File: src/rtl/jk_bank_ctrl.sv
// -----------------------------------------------------------------------------
// jk_bank_ctrl
//
// Purpose:
//   Command-driven sequencer for a bank of WIDTH JK flip-flop cells. The cells
//   are plain jkff instances (posedge clk, synchronous pr/clr, pr over clr).
//   All behaviour lives here: clear, preset, parallel load, toggle-mask, hold
//   and multi-step synchronous up/down counting. The counting J/K terms are
//   formed combinationally from the bank's Q outputs, giving one step per clk.
//
// Optional feature macro: JKB_SAT_EN
//   Defined   : COUNT_UP stops at all ones, COUNT_DOWN stops at zero. A stop
//               ends EXEC early and raises sat, which stays set until the
//               next command is accepted.
//   Undefined : counting wraps modulo 2^WIDTH and sat is tied low.
//
// Ports:
//   clk        in   1      system clock, rising edge
//   clr        in   1      asynchronous reset, active-high
//   cmd_valid  in   1      command present
//   cmd_ready  out  1      controller can accept a command (IDLE only)
//   cmd_op     in   3      opcode
//   cmd_data   in   WIDTH  load value / toggle mask
//   cmd_len    in   CNT_W  step count for COUNT_UP / COUNT_DOWN / HOLD
//   q_i        in   WIDTH  Q outputs of the bank
//   j_o        out  WIDTH  J inputs to the bank
//   k_o        out  WIDTH  K inputs to the bank
//   pr_o       out  WIDTH  preset inputs to the bank
//   clr_o      out  WIDTH  clear inputs to the bank
//   busy       out  1      high in every state except IDLE
//   done       out  1      one-cycle completion pulse (DONE state)
//   sat        out  1      saturation flag (JKB_SAT_EN only, else 0)
//   dbg_state  out  2      current FSM state (INIT=0 IDLE=1 EXEC=2 DONE=3)
//
// Handshake:
//   A command transfers on a rising clk edge where cmd_valid && cmd_ready.
//   cmd_ready is high only in IDLE; the source holds cmd_valid and the
//   command fields stable until the transfer, and a command presented while
//   busy is simply not taken.
// -----------------------------------------------------------------------------
module jk_bank_ctrl #(
  parameter int WIDTH = 4,
  parameter int CNT_W = 8
) (
  input  logic             clk,
  input  logic             clr,
  input  logic             cmd_valid,
  output logic             cmd_ready,
  input  logic [2:0]       cmd_op,
  input  logic [WIDTH-1:0] cmd_data,
  input  logic [CNT_W-1:0] cmd_len,
  input  logic [WIDTH-1:0] q_i,
  output logic [WIDTH-1:0] j_o,
  output logic [WIDTH-1:0] k_o,
  output logic [WIDTH-1:0] pr_o,
  output logic [WIDTH-1:0] clr_o,
  output logic             busy,
  output logic             done,
  output logic             sat,
  output logic [1:0]       dbg_state
);

  typedef enum logic [1:0] {
    ST_INIT = 2'd0,
    ST_IDLE = 2'd1,
    ST_EXEC = 2'd2,
    ST_DONE = 2'd3
  } state_t;

  localparam logic [2:0] OP_NOP    = 3'b000;
  localparam logic [2:0] OP_CLEAR  = 3'b001;
  localparam logic [2:0] OP_PRESET = 3'b010;
  localparam logic [2:0] OP_LOAD   = 3'b011;
  localparam logic [2:0] OP_UP     = 3'b100;
  localparam logic [2:0] OP_DOWN   = 3'b101;
  localparam logic [2:0] OP_TOGGLE = 3'b110;
  localparam logic [2:0] OP_HOLD   = 3'b111;

  state_t           r_state;
  state_t           w_next;
  logic [2:0]       r_op;
  logic [WIDTH-1:0] r_data;
  logic [CNT_W-1:0] r_cnt;

  logic             w_accept;
  logic             w_multi;
  logic [WIDTH-1:0] w_up_en;
  logic [WIDTH-1:0] w_dn_en;

  assign dbg_state = r_state;
  assign w_accept  = (r_state == ST_IDLE) && cmd_valid;
  assign w_multi   = (cmd_op == OP_UP) || (cmd_op == OP_DOWN) || (cmd_op == OP_HOLD);

  // Ripple-carry toggle enables: bit i toggles when every lower bit is 1
  // (counting up) or every lower bit is 0 (counting down).
  always_comb begin
    logic c_up;
    logic c_dn;
    c_up = 1'b1;
    c_dn = 1'b1;
    for (int i = 0; i < WIDTH; i++) begin
      w_up_en[i] = c_up;
      w_dn_en[i] = c_dn;
      c_up       = c_up & q_i[i];
      c_dn       = c_dn & ~q_i[i];
    end
  end

`ifdef JKB_SAT_EN
  logic r_sat;
  logic w_stop;

  // Evaluated against the Q value present at the start of the EXEC cycle.
  assign w_stop = (r_state == ST_EXEC) &&
                  (((r_op == OP_UP)   && (q_i == {WIDTH{1'b1}})) ||
                   ((r_op == OP_DOWN) && (q_i == {WIDTH{1'b0}})));
  assign sat = r_sat;
`else
  assign sat = 1'b0;
`endif

  // State register and command latches.
  always_ff @(posedge clk or posedge clr) begin
    if (clr) begin
      r_state <= ST_INIT;
      r_op    <= OP_NOP;
      r_data  <= '0;
      r_cnt   <= '0;
    end else begin
      r_state <= w_next;
      if (w_accept) begin
        r_op   <= cmd_op;
        r_data <= cmd_data;
        // Single-cycle opcodes run exactly one EXEC step.
        r_cnt  <= w_multi ? cmd_len : CNT_W'(1);
      end else if ((r_state == ST_EXEC) && (r_cnt != '0)) begin
        r_cnt <= r_cnt - CNT_W'(1);
      end
    end
  end

`ifdef JKB_SAT_EN
  always_ff @(posedge clk or posedge clr) begin
    if (clr) begin
      r_sat <= 1'b0;
    end else if (w_accept) begin
      r_sat <= 1'b0;
    end else if (w_stop) begin
      r_sat <= 1'b1;
    end
  end
`endif

  // Next-state and bank-control decode.
  always_comb begin
    w_next    = r_state;
    j_o       = '0;
    k_o       = '0;
    pr_o      = '0;
    clr_o     = '0;
    cmd_ready = 1'b0;
    busy      = 1'b1;
    done      = 1'b0;

    unique case (r_state)
      ST_INIT: begin
        // Hold the bank clear request off while reset is still asserted so
        // the controls read zero for the whole reset interval.
        clr_o  = clr ? '0 : '1;
        w_next = ST_IDLE;
      end

      ST_IDLE: begin
        busy      = 1'b0;
        cmd_ready = 1'b1;
        if (w_accept) begin
          // A zero-length multi-step command never touches the bank.
          w_next = (w_multi && (cmd_len == '0)) ? ST_DONE : ST_EXEC;
        end
      end

      ST_EXEC: begin
        unique case (r_op)
          OP_NOP:    ;
          OP_CLEAR:  clr_o = '1;
          OP_PRESET: pr_o  = '1;
          OP_LOAD: begin
            j_o = r_data;
            k_o = ~r_data;
          end
          OP_UP: begin
            j_o = w_up_en;
            k_o = w_up_en;
          end
          OP_DOWN: begin
            j_o = w_dn_en;
            k_o = w_dn_en;
          end
          OP_TOGGLE: begin
            j_o = r_data;
            k_o = r_data;
          end
          OP_HOLD:   ;
          default:   ;
        endcase
`ifdef JKB_SAT_EN
        if (w_stop) begin
          j_o    = '0;
          k_o    = '0;
          w_next = ST_DONE;
        end else if (r_cnt == CNT_W'(1)) begin
          w_next = ST_DONE;
        end
`else
        if (r_cnt == CNT_W'(1)) begin
          w_next = ST_DONE;
        end
`endif
      end

      ST_DONE: begin
        done   = 1'b1;
        w_next = ST_IDLE;
      end

      default: w_next = ST_INIT;
    endcase
  end

endmodule

File: config.mk
export PLATFORM = sky130hd
export DESIGN_NAME = jk_bank_ctrl
export DESIGN_NICKNAME = d
export VERILOG_FILES = /design/src/rtl/jk_bank_ctrl.sv
export SDC_FILE = /design/constraint.sdc
export NUM_CORES = 1
export LEC_CHECK = 0
export BUFFER_PORTS_ARGS = -buffer_cell sky130_fd_sc_hd__buf_2
export CAP_MARGIN = 0
export CORE_UTILIZATION = 40
export CTS_CLUSTER_DIAMETER = 40
export DETAILED_ROUTE_END_ITERATION = 8
export PLACE_DENSITY = 0.67
export SETUP_SLACK_MARGIN = 0.4
export SLEW_MARGIN = 20
export SYNTH_ARGS = -nofsm -noshare
export SYNTH_HDL_FRONTEND = slang
export SYNTH_SLANG_ARGS = --single-unit
File: constraint.sdc
create_clock -name clk -period 2.4 [get_ports clk]
set_input_delay 0.24 -clock clk [delete_from_list [all_inputs] [get_ports clk]]
set_output_delay 0.24 -clock clk [all_outputs]
set_load 0.05 [all_outputs]
==> results.toml <==
[logic_synthesis]
ys_ff_latch = 17
synth_commonest_cells = "dfrtp_1 (17), nand2_1 (13), inv_1 (10), o21ai_0 (10), nor2b_1 (8)"
syn_area_sq_mm = 0.00134
synth_edf_count = 0
seq_area_frac_synth = 0.318
synth_cell_types = 43
yosysTopAreaCell = "dfrtp_1"
synth_most_common_cell = "dfrtp_1"
synth_area_leaders = "dfrtp_1 (32%), ha_1 (6.5%), mux2_2 (5.9%)"
synth_fp_nets = 182
yosysWarnings = 0
syn_inst = 153
async_flop_share = 1.00
yosysTopAreaCellShare = 0.318
synth_ff_type = "dfrtp_1"
syn_avg_cell_area_sq_um = 8.75

[floorplan]
start_util = 0.431
die_h_microns = 59.9
io_pins = 44
core_sq_mm = 0.00310
fp-row-count = 20
die_area_sq_mm = 0.00358
die_w_microns = 59.9

[drt]
num_vias = 1291
drc_errors = 0
first_pass_iters = 4
dr.first_iter.drc_count = 29
routedWlPerCell_microns = 13.9
postRouteAntennaNets = 0
via_per_inst = 5.42
finalWirelength_microns = 3300

[outcome]
status = "finished, final reports clean"

[placement]
post-place-ws_ns = 0.439
io_buffer_count = 41
dpl.hpwl_microns = 2470
gp_congestion = 0.893

[critical_path]
worst_setup_path_end_kind = "primary output"
critical_path_class = "reg -> out"
crit_required_ns = 2.16
worstPathMaxFanout = 12
crit_arrival_ns = 1.70
crit_path_start_kind = "register"

[pwr]
seqPwrFrac = 0.277
p_int_mw = 1.09
p_clk_frac = 0.070
cellPowerDensity_mw_per_mm2 = 1290
p_comb_frac = 0.652
ir_drop_mv = 0.900
switching_share = 0.510
leakagePower_nw = 0.783
p_switching_mw = 1.13

[layout]
syn_to_final_growth_pct = 28.7
final_util = 0.555
drive_gt1_frac = 0.433
antennaDiodeCount = 0
nets = 224

[global_routing]
overflow = 0
antenna_found_initial = 0
grt_pass1_vias = 1161
track_usage = 0.201
grt_max_degree = 18
grt_pass1_wl_microns = 5380

[sta]
setup-tns-final_ns = 0
min_period_over_period = 0.807
hold_slack_ns = 0.159
skew_ns = 0.00577
rsz0062_at_grt = "true"
slew_violations = 0
setup_viol = 0
fin_ws_ns = 0.463
hold_viol_final = 0
max_freq_mhz = 516
layout_min_cycle_time_ns = 1.94

[clock_tree]
clk_latency_ns = 0.29
clk_pin_slew_worst_paths_ns = 0.10
cts_sinks = 17
cts_max_level = 1
cts-buffers-inserted = 3
cts_max_path_buffers = 2
cts_tree = "done"
root_buffer = "clkbuf_4"

[min_path]
hold_class = "in -> reg"

[run]
cap_violations = 0
[state kept, by name, summed over array words and instances (netlist names)]
signal,count
dbg_state,2
r_op,3
r_data,4
r_cnt,8
[cell families (layout without fill, tap and decap cells)]
logic type / Yosys count / in the layout / synth area share
xor+xnor: 2 / 2 / 0.0131
flops: 17 / 17 / 0.318
mux: 11 / 11 / 0.0925
compound gates: 37 / 37 / 0.193
fa+ha+maj: 7 / 7 / 0.0654
other cells: 1 / 1 / 0.00280
buf+inv: 24 / 65 / 0.0878
simple gates: 54 / 54 / 0.228
[routing by layer]
layer | GRT usage | part of all wire | vias up
li1 | - | - | 625
met3 | 0.0606 | 0.084 | 0
met1 | 0.280 | 0.47 | 599
met5 | 0 | 0 | -
met2 | 0.317 | 0.44 | 67
met4 | 0.0199 | 0 | 0
[worst max-delay path: stages, from the launching register on]
cell      delay [ns]
dfrtp_2         0.50
nand2b_1        0.22
o32ai_1         0.26
a22oi_1         0.12
nor2b_2         0.11
buf_4           0.19
[power by group through the flow]
stage	sequential (mW)	clock, mW	combinational (mW)
after CTS	0.624	0.164	1.35
after detailed placement	0.648	0	1.27
after floorplan	0.587	0	1.11
final	0.616	0.156	1.45
after global placement	0.640	0	1.25
after global routing	0.645	0.179	1.58
[path summary, 6_finish.rpt]
check | startpoint | cells past startpoint | end | slack, ns
max | r_op[1] | 5 | k_o[2] | 0.46
min | cmd_data[0] | 3 | r_data[0] | 0.16
max reg2reg | r_cnt[1] | 6 | dbg_state[1] | 0.55
min reg2reg | r_data[3] | 1 | r_data[3] | 0.57
max in group asynchronous | clr | 4 | r_op[0] | 1.63
min in group asynchronous | clr | 4 | r_data[3] | 0.56
[area by class of cell]
class,instances,area [sq um]
Fill cell,300,1380
Multi-Input combinational cell,112,867
Tap cell,44,55.1
Clock buffer,4,26.3
Inverter,10,37.5
Timing Repair Buffer,51,305
Sequential cell,17,432
[per-stage QoR]
stage               cell area [sq um]  power, mW  instances
detailed placement               1580       1.92        225
CTS                              1660       2.14        234
global placement                 1580       1.89        225
floorplan                        1410       1.70        153
finish                           1720       2.22        238
global route                     1720       2.40        238
[what timing repair did]
item                                   in CTS  in global routing
setup endpoints to repair                  12                 13
resized for setup                           9                 10
endpoints found under the hold margin       9                  0
hold buffers                                1                  0
setup buffers                               4                  4
gates cloned                                0                  0
[layout by cell type, fill, tap and decap left out, drive strengths merged, types with 2 or more instances in the layout]
cell / count
a21boi: 3
a21oi: 3
a22oi: 5
a2bb2oi: 2
a32oi: 2
and2: 2
buf: 47
clkbuf: 7
dfrtp: 17
ha: 7
inv: 10
mux2: 8
mux2i: 3
nand2: 13
nand2b: 2
nand3: 5
nand4: 2
nor2: 4
nor2b: 8
nor3: 5
nor3b: 4
nor4: 2
nor4b: 2
o211ai: 2
o21ai: 12
o311ai: 3
Note: power is estimated with default switching activity, not from simulation.
